$ cat config.mk
export PLATFORM = sky130hd
export DESIGN_NAME = ni_flit_rx
export DESIGN_NICKNAME = d
export VERILOG_FILES = /design/src/rtl/fsm_pkg.sv /design/src/rtl/ni_pkg.sv /design/src/rtl/ni_pkt_buf.sv /design/src/rtl/ni_flit_rx.sv
export SDC_FILE = /design/constraint.sdc
export NUM_CORES = 1
export LEC_CHECK = 0
export CAP_MARGIN = 0
export CORE_MARGIN = 1.5
export CORE_UTILIZATION = 54
export CTS_CLUSTER_DIAMETER = 120
export DETAILED_ROUTE_END_ITERATION = 16
export GPL_TIMING_DRIVEN = 1
export PLACE_DENSITY = 0.88
export SETUP_SLACK_MARGIN = 0.15
export SLEW_MARGIN = 20
export SYNTH_ARGS = -nofsm -noshare
export SYNTH_HDL_FRONTEND = slang
export SYNTH_SLANG_ARGS = --single-unit
export TNS_END_PERCENT = 20
$ cat constraint.sdc
create_clock -name clk -period 3.6 [get_ports clk]
set_input_delay 1.08 -clock clk [delete_from_list [all_inputs] [get_ports clk]]
set_output_delay 1.08 -clock clk [all_outputs]
set_load 0.05 [all_outputs]
$ cat src/rtl/fsm_pkg.sv
// State encodings for the NI receive path.
package fsm_pkg;

    typedef enum logic {
        RX_IDLE = 1'b0,
        RX_RECV = 1'b1
    } rx_state_e;

endpackage

$ cat src/rtl/ni_pkg.sv
// Shared NI definitions: flit geometry and the assembled request packet.
package ni_pkg;

    localparam int FLIT_W      = 16;
    localparam int TOTAL_FLITS = 4;

    typedef struct packed {
        logic [FLIT_W-1:0]                    head_flit;
        logic [TOTAL_FLITS-3:0][FLIT_W-1:0]   body_flit;
        logic [FLIT_W-1:0]                    tail_flit;
    } req_packet_s;

endpackage

$ cat src/rtl/ni_pkt_buf.sv
// Two-entry ping-pong packet store; the slot being filled is never the slot being read.
module ni_pkt_buf
    import ni_pkg::*;
#(
    parameter int NFLITS = ni_pkg::TOTAL_FLITS,
    parameter int IDX_W  = $clog2(NFLITS)
) (
    input  logic                 clk,
    input  logic                 reset,
    input  logic                 wr_slot,
    input  logic                 wr_en,
    input  logic [IDX_W-1:0]     wr_idx,
    input  logic [FLIT_W-1:0]    wr_flit,
    input  logic                 commit,
    input  logic                 release_en,
    input  logic                 pop,
    output logic [1:0]           count,
    output req_packet_s          pkt,
    output logic                 pkt_valid
);

    localparam logic [IDX_W-1:0] IDX_LAST = IDX_W'(NFLITS - 1);

    req_packet_s slot [2];
    logic        rd_ptr;

    // Slot data needs no reset: it is only visible once count says it is committed.
    always_ff @(posedge clk) begin
        if (release_en) begin
            slot[wr_slot] <= '0;
        end else if (wr_en) begin
            if (wr_idx == '0) begin
                slot[wr_slot].head_flit <= wr_flit;
            end else if (wr_idx == IDX_LAST) begin
                slot[wr_slot].tail_flit <= wr_flit;
            end else begin
                slot[wr_slot].body_flit[wr_idx - 1'b1] <= wr_flit;
            end
        end
    end

    always_ff @(posedge clk or posedge reset) begin
        if (reset) begin
            count  <= 2'd0;
            rd_ptr <= 1'b0;
        end else begin
            count <= count + {1'b0, commit} - {1'b0, pop};
            if (pop) begin
                rd_ptr <= ~rd_ptr;
            end
        end
    end

    assign pkt_valid = (count != 2'd0);
    assign pkt       = slot[rd_ptr];

endmodule

$ cat src/rtl/ni_flit_rx.sv
// Receive-side flit assembler: frames NoC flits into request packets and buffers two of them.
module ni_flit_rx
    import ni_pkg::*;
    import fsm_pkg::*;
#(
    parameter int FLIT_W      = ni_pkg::FLIT_W,
    parameter int NFLITS      = ni_pkg::TOTAL_FLITS,
    parameter int GAP_TIMEOUT = 16
) (
    input  logic               clk,
    input  logic               reset,
    input  logic [FLIT_W-1:0]  i_flit,
    input  logic               enable,
    output logic               rx_ready,
    output req_packet_s        pkt,
    output logic               pkt_valid,
    input  logic               pkt_ready,
    output logic               err_drop,
    output rx_state_e          dbg_state
);

    localparam int IDX_W = (NFLITS > 1) ? $clog2(NFLITS) : 1;
    localparam int GAP_W = (GAP_TIMEOUT > 1) ? $clog2(GAP_TIMEOUT) : 1;
    localparam logic [IDX_W-1:0] IDX_LAST = IDX_W'(NFLITS - 1);
    localparam logic [GAP_W-1:0] GAP_LAST = GAP_W'(GAP_TIMEOUT - 1);

    rx_state_e          state;
    logic [IDX_W-1:0]   idx;
    logic [GAP_W-1:0]   gap_cnt;
    logic               wr_ptr;
    logic [1:0]         count;
    logic               accept;
    logic               commit;
    logic               drop;
    logic               pop;

    // Mid-packet the slot is already reserved, so readiness depends only on registers.
    assign rx_ready = (state == RX_RECV) || (count < 2'd2);
    assign accept   = enable && rx_ready;
    assign commit   = accept && (state == RX_RECV) && (idx == IDX_LAST);
    assign drop     = (state == RX_RECV) && !accept && (gap_cnt == GAP_LAST);
    assign pop      = pkt_valid && pkt_ready;

    always_ff @(posedge clk or posedge reset) begin
        if (reset) begin
            state    <= RX_IDLE;
            idx      <= '0;
            gap_cnt  <= '0;
            wr_ptr   <= 1'b0;
            err_drop <= 1'b0;
        end else begin
            err_drop <= drop;
            case (state)
                RX_IDLE: begin
                    gap_cnt <= '0;
                    if (accept) begin
                        idx   <= IDX_W'(1);
                        state <= RX_RECV;
                    end
                end
                RX_RECV: begin
                    if (accept) begin
                        gap_cnt <= '0;
                        if (idx == IDX_LAST) begin
                            idx    <= '0;
                            wr_ptr <= ~wr_ptr;
                            state  <= RX_IDLE;
                        end else begin
                            idx <= idx + 1'b1;
                        end
                    end else if (gap_cnt == GAP_LAST) begin
                        gap_cnt <= '0;
                        idx     <= '0;
                        state   <= RX_IDLE;
                    end else begin
                        gap_cnt <= gap_cnt + 1'b1;
                    end
                end
                default: state <= RX_IDLE;
            endcase
        end
    end

    assign dbg_state = state;

    ni_pkt_buf #(
        .NFLITS (NFLITS),
        .IDX_W  (IDX_W)
    ) u_buf (
        .clk        (clk),
        .reset      (reset),
        .wr_slot    (wr_ptr),
        .wr_en      (accept),
        .wr_idx     (idx),
        .wr_flit    (i_flit),
        .commit     (commit),
        .release_en (drop),
        .pop        (pop),
        .count      (count),
        .pkt        (pkt),
        .pkt_valid  (pkt_valid)
    );

endmodule

==> results.py, run 1 <==
metrics = {
    "status": {
        "status": "completed",
    },
    "cells_and_area": {
        "nets": 474,
        "drive_gt1_share_pct": 24.0,
        "num_antenna_cells": 0,
        "final_cell_count_no_fill": 595,
        "area_growth_pct": 29.4,
    },
    "cts": {
        "cts_buffers": 17,
        "clkLatencyLatePin_ns": 0.52,
        "clock_sinks": 140,
        "path_clk_slew_ns": 0.06,
        "clockBufferDepth": 2,
        "htreeDepth": 4,
        "cts-root-buf": "clkbuf_8",
        "cts_tree": "built",
        "cts_hold_buf": 0,
    },
    "global_route": {
        "track_usage_pct": 20.7,
        "grt_pass1_wl_mm": 17.0,
        "grt_pass1_vias": 3257,
        "grt_max_degree": 44,
        "antenna_found_initial": 0,
        "grt_overflow": 0,
    },
    "sta": {
        "setup_viol": 0,
        "slew_headroom_pct": 63.3,
        "setup_tns_ns": 0,
        "finalCritPeriodShare_pct": 94.7,
        "fmax_ghz": 0.293,
        "rsz0062_at_grt": "yes",
        "tightest_slew_ns": 0.548,
        "finalHoldViolCount": 0,
        "finalCriticalPeriod_ns": 3.41,
        "fin_skew_ns": 0.00837,
        "drv_slew": 0,
    },
    "setup_path": {
        "path_class": "reg -> out",
        "arrival_ns": 2.33,
        "reg2reg_slack_ns": 1.71,
        "cp-start-kind": "flop",
        "worstSetupEndpointType": "output port",
        "worst-path-max-fanout": 22,
        "required_ns": 2.52,
    },
    "route": {
        "drt_iter0_drc": 179,
        "wl_per_cell_um": 18.5,
        "drt-pass1-iter-count": 4,
        "wl_mm": 11.0,
        "vias": 3160,
        "ant_nets": 0,
        "route.detailed.drc": 0,
        "vias_per_cell": 5.31,
    },
    "power_and_ir_drop": {
        "power_leakage_nw": 2.68,
        "irDropWorstVdd_mv": 0.598,
        "powerDensity_mw_per_mm2": 865,
    },
    "placement": {
        "dp_hpwl_mm": 7.30,
        "portBuffers": 87,
        "placed_cells": 563,
        "globalplace.congestion": 0.817,
    },
    "logic_synthesis": {
        "synth_edf_count": 128,
        "yosysTopAreaCell": "edfxtp_1",
        "yosysMostFrequentCell": "edfxtp_1",
        "async_reset_ff_share_pct": 8.57,
        "syn_inst": 344,
        "ys_top_cells_by_count": "edfxtp_1, and2_1, mux2_2",
        "ys_top_cells_by_area": "edfxtp_1, mux2_2, and2_1, dfrtp_1, ha_1",
        "syn-num-nets": 372,
        "yosysSeqAreaShare_pct": 71.6,
        "syn_avg_cell_area_um2": 16.8,
        "netlist_area_mm2": 0.00579,
        "synthFlopType": "edfxtp_1",
        "yosys.area.top_type_share_pct": 66.4,
        "ys_seq_elements": 140,
        "synthDistinctLibCells": 31,
        "yosysWarnings": 0,
    },
    "die": {
        "io_pins": 88,
        "coreArea_mm2": 0.0104,
        "rows": 37,
        "start_util_pct": 55.8,
        "die_h_um": 107,
        "die-area_mm2": 0.0114,
        "die_w_um": 107,
    },
    "job": {
        "drv_cap": 0,
    },
    "hold_path": {
        "worstHoldPathType": "reg -> reg",
    },
}
## final timing paths
kind	from	cells after the start	endpoint
min	gap_cnt[0]$_DFF_PP0_	1	gap_cnt[0]$_DFF_PP0_
min reg2reg	gap_cnt[0]$_DFF_PP0_	1	gap_cnt[0]$_DFF_PP0_
max	u_buf.rd_ptr$_DFFE_PP0P_	3	pkt[0]
max in group asynchronous	reset	2	u_buf.rd_ptr$_DFFE_PP0P_
min in group asynchronous	reset	2	gap_cnt[1]$_DFF_PP0_
max reg2reg	gap_cnt[0]$_DFF_PP0_	5	u_buf.slot[0][60]$_DFFE_PP_
## state kept, by name (all words and copies together) (netlist names)
| register | flops |
|---|---|
| u_buf.count | 2 |
| wr_ptr | 1 |
| u_buf.slot | 128 |
| dbg_state | 1 |
| idx | 2 |
| u_buf.rd_ptr | 1 |
| gap_cnt | 4 |
| err_drop | 1 |
## cells by family after synthesis
family / share of synthesized area, %
XOR/XNOR: 0.757
buffers and inverters: 2.05
AO/OA/AOI/OAI: 1.84
flip-flops: 71.6
multiplexers: 12.4
AND/OR/NAND/NOR: 9.60
adder cells (fa/ha/maj): 1.73
## worst max-delay path: stages (launching register included)
cell	delay [ns]
dfrtp_2	0.38
buf_4	0.31
mux2_2	0.40
clkdlybuf4s50_1	0.71
## timing repair
action / 4_1_cts / 5_1_grt
resized for setup: 0 / 4
setup buffers: 0 / 0
endpoints found under the setup margin: 0 / 20
## power by group
group	switching (W)	total, W	leakage [nW]	internal (W)
Sequential	0.0000953	0.00213	1.30	0.00203
Clock	0.000611	0.00187	0.313	0.00126
Combinational	0.00157	0.00248	1.06	0.000913
## stage by stage
step	hold WS [ns]	worst slack (ns)	utilization (%)	cell area, µm²	power, W
after floorplan	0.463	0.375	-	5790	0.00390
after global placement	0.485	0.623	65.9	6840	0.00458
after detailed placement	0.493	0.546	65.9	6840	0.00464
after CTS	0.501	0.157	72.2	7480	0.00653
after global routing	0.520	0.128	72.3	7490	0.00671
final	0.501	0.190	72.3	7490	0.00648
## per-layer routing
metal  routed length [µm]  GRT usage, %  up-vias
met2                 5620          34.4      100
met5                    0             0        -
li1                     -             -     1475
met1                 4630          26.1     1571
met4                  153          8.00        0
met3                  622          5.70       14
## cells in the final DEF (no fill, tap or decap), types with 2 or more instances in the layout
master | Yosys | final
xor2_1 | 2 | 2
clkinv_4 | 0 | 2
bufinv_16 | 0 | 6
edfxtp_1 | 128 | 128
clkinv_2 | 0 | 3
mux2_2 | 64 | 64
buf_4 | 1 | 10
clkbuf_1 | 0 | 3
clkdlybuf4s50_1 | 0 | 83
clkbuf_16 | 0 | 16
dlymetal6s2s_1 | 0 | 4
and2_1 | 65 | 65
nand2b_1 | 3 | 3
inv_1 | 8 | 8
and4_4 | 2 | 2
nor2_1 | 3 | 3
xnor2_1 | 3 | 3
nor2b_1 | 2 | 2
a21oi_1 | 6 | 6
nand4_1 | 2 | 2
and3_4 | 2 | 2
o21ai_0 | 3 | 3
ha_1 | 8 | 8
a21boi_1 | 0 | 4
and3_1 | 3 | 3
nand3_1 | 2 | 2
dfrtp_1 | 12 | 11
## area by class of cell
cell class	count	area [µm²]
clock buffer	20	425
clock inverter	12	220
fill	640	2880
inverter	8	30.0
multi-input combinational	181	1530
sequential	140	4150
tap	136	170
timing repair buffer	98	976
(Power assumes the default switching activity.)
==> inputs of run 2 (changes only) <==
--- a/config.mk
+++ b/config.mk
@@ -5,13 +5,13 @@
 export SDC_FILE = /design/constraint.sdc
 export NUM_CORES = 1
 export LEC_CHECK = 0
+export ABC_AREA = 1
 export CAP_MARGIN = 0
-export CORE_MARGIN = 1.5
-export CORE_UTILIZATION = 54
+export CORE_UTILIZATION = 53
 export CTS_CLUSTER_DIAMETER = 120
 export DETAILED_ROUTE_END_ITERATION = 16
 export GPL_TIMING_DRIVEN = 1
-export PLACE_DENSITY = 0.88
+export PLACE_DENSITY = 0.87
 export SETUP_SLACK_MARGIN = 0.15
 export SLEW_MARGIN = 20
 export SYNTH_ARGS = -nofsm -noshare
==> constraint.sdc (replaced) <==
create_clock -name clk -period 3.4 [get_ports clk]
set_input_delay 1.02 -clock clk [delete_from_list [all_inputs] [get_ports clk]]
set_output_delay 1.02 -clock clk [all_outputs]
set_load 0.05 [all_outputs]
==> results.py, run 2 <==
metrics = {
    "logic_synthesis": {
        "ys_seq_elements": 140,
        "async_reset_ff_share_pct": 8.57,
        "ys_top_cells_by_count": "nand2_1, edfxtp_1, nor2_1",
        "synthFlopType": "edfxtp_1",
        "yosysWarnings": 0,
        "syn_avg_cell_area_um2": 11.5,
        "synth_edf_count": 128,
        "synthDistinctLibCells": 23,
        "yosysSeqAreaShare_pct": 72.9,
        "yosysTopAreaCell": "edfxtp_1",
        "yosys.area.top_type_share_pct": 67.6,
        "yosysMostFrequentCell": "nand2_1",
        "netlist_area_mm2": 0.00568,
        "syn-num-nets": 524,
        "ys_top_cells_by_area": "edfxtp_1, nand2_1, dfrtp_1, nor2_1, inv_1",
        "syn_inst": 496,
    },
    "sta": {
        "slew_headroom_pct": 54.8,
        "setup_tns_ns": 0,
        "fin_skew_ns": 0.00520,
        "hold_slack_ns": 0.457,
        "finalCriticalPeriod_ns": 3.19,
        "finalHoldViolCount": 0,
        "tightest_slew_ns": 0.677,
        "fmax_ghz": 0.314,
        "setup_slack_ns": 0.213,
        "drv_slew": 0,
        "finalCritPeriodShare_pct": 93.7,
        "setup_viol": 0,
        "rsz0062_at_grt": "no",
    },
    "cells_and_area": {
        "final_cell_mix": "nand2_1, edfxtp_1, buf_4",
        "drive_gt1_share_pct": 18.6,
        "layout_commonest_cell": "nand2_1",
        "num_antenna_cells": 0,
        "reg.largest.list": "u_buf.slot x128, gap_cnt x4",
        "nets": 624,
        "area_growth_pct": 25.6,
        "largest_reg_flops": 128,
        "regMostFlops": "u_buf.slot",
    },
    "hold_path": {
        "hold_depth": 1,
        "min_from": "gap_cnt[0]$_DFF_PP0_",
        "worstHoldPathType": "reg -> reg",
        "min_to": "gap_cnt[0]$_DFF_PP0_",
    },
    "setup_path": {
        "required_ns": 2.38,
        "cp_top_family": "buffers and inverters",
        "worstSetupEndpointType": "output port",
        "path_class": "reg -> out",
        "reg2reg_slack_ns": 1.41,
        "reg2reg_from": "idx[0]$_DFFE_PP0P_",
        "arrival_ns": 2.17,
        "worst-path-buf-inv": 2,
        "path_cells": "inv_1 -> nand2_2 -> clkdlybuf4s50_1",
        "max_stage_delay_ns": 0.83,
        "regToRegEndpoint": "u_buf.slot[0][36]$_DFFE_PP_",
        "cp-start-kind": "flop",
        "cp_slowest_cell": "clkdlybuf4s50_1",
        "worst-path-max-fanout": 9,
        "r2r_cells": 5,
    },
    "route": {
        "vias_per_cell": 5.22,
        "drt-pass1-iter-count": 5,
        "wl_mm": 12.7,
        "wl_per_cell_um": 17.0,
        "vias": 3891,
        "drt_iter0_drc": 456,
        "ant_nets": 0,
        "route.detailed.drc": 0,
    },
    "cts": {
        "htreeDepth": 4,
        "cts-root-buf": "clkbuf_8",
        "clock_sinks": 140,
        "cts_buffers": 17,
        "cts_tree": "built",
        "cts_resized": 0,
        "path_clk_slew_ns": 0.06,
        "clockBufferDepth": 2,
        "cts_hold_buf": 0,
        "clkLatencyLatePin_ns": 0.52,
        "post_cts_buffers": 0,
    },
    "global_route": {
        "antenna_found_initial": 0,
        "track_usage_pct": 24.5,
        "grt_max_degree": 65,
        "grt_overflow": 0,
        "grt_pass1_vias": 3890,
        "grt_pass1_wl_mm": 20.1,
    },
    "die": {
        "die_h_um": 106,
        "rows": 37,
        "die_w_um": 106,
        "start_util_pct": 54.8,
        "coreArea_mm2": 0.0104,
        "io_pins": 88,
        "die-area_mm2": 0.0111,
    },
    "status": {
        "status": "completed",
    },
    "job": {
        "drv_cap": 0,
    },
    "power_and_ir_drop": {
        "powerDensity_mw_per_mm2": 1020,
        "irDropWorstVdd_mv": 0.669,
        "power_leakage_nw": 3.12,
        "total_power_w": 0.00726,
    },
    "placement": {
        "globalplace.congestion": 0.860,
        "dp_hpwl_mm": 8.17,
        "portBuffers": 87,
        "pre_cts_ws_ns": 0.468,
    },
}
run 2: cell types whose count changed in the layout (fill, tap and decap cells not counted), moves of 21 or more:
cell             change
and2_1              -65
nand2_1            +197
buf_4               +66
inv_1               +21
mux2_2              -64
nor2_1              +66
clkdlybuf4s50_1     -60
run 2: worst max-delay path by stage:
stage	cells after the start	to	startpoint
CTS	3	rx_ready	dbg_state$_DFF_PP0_
global route	3	rx_ready	dbg_state$_DFF_PP0_
global placement	6	u_buf.slot[0][54]$_DFFE_PP_	enable
detailed placement	6	u_buf.slot[1][52]$_DFFE_PP_	enable
floorplan	5	u_buf.slot[1][16]$_DFFE_PP_	dbg_state$_DFF_PP0_
finish	3	rx_ready	dbg_state$_DFF_PP0_
run 2: cell families after synthesis:
| kind of cell | Yosys count | synth area share, % |
|---|---|---|
| AO/OA/AOI/OAI | 14 | 1.43 |
| XOR/XNOR | 5 | 0.771 |
| adder cells (fa/ha/maj) | 8 | 1.76 |
| buffers and inverters | 49 | 3.63 |
| flip-flops | 140 | 72.9 |
| AND/OR/NAND/NOR | 280 | 19.5 |
run 2: cell type report:
cell class                 instances  area (µm²)
sequential                       140        4150
fill                             701        3230
inverter                          30         113
clock buffer                      26         500
tap                              136         170
clock inverter                     6        56.3
timing repair buffer             100         821
multi-input combinational        307        1330
run 2: metal layers:
metal,vias to the layer above,GRT usage [%],part of all wire (%)
met3,33,5.57,7.8
met4,0,11.7,2.9
li1,1812,-,-
met1,1848,29.5,37
met5,-,0,0
met2,198,42.0,52
run 2: where the power goes:
group / switching, W / total [W] / leakage [nW] / internal (W)
clock network: 0.000640 / 0.00171 / 0.278 / 0.00107
logic: 0.00241 / 0.00324 / 1.52 / 0.000831
registers: 0.000113 / 0.00231 / 1.32 / 0.00220
run 2: worst register-to-register path: stages, from the launching register on:
cell	delay (ns)
dfrtp_1	0.43
inv_1	0.10
ha_1	0.35
nand4_2	0.25
a21oi_1	0.29
buf_4	0.26
run 2: stage by stage:
stage	area [µm²]	instances	util (%)
after floorplan	5680	496	-
after global placement	6580	713	63.5
after detailed placement	6580	713	63.5
after CTS	7140	745	68.8
after global routing	7140	745	68.8
final	7140	745	68.8
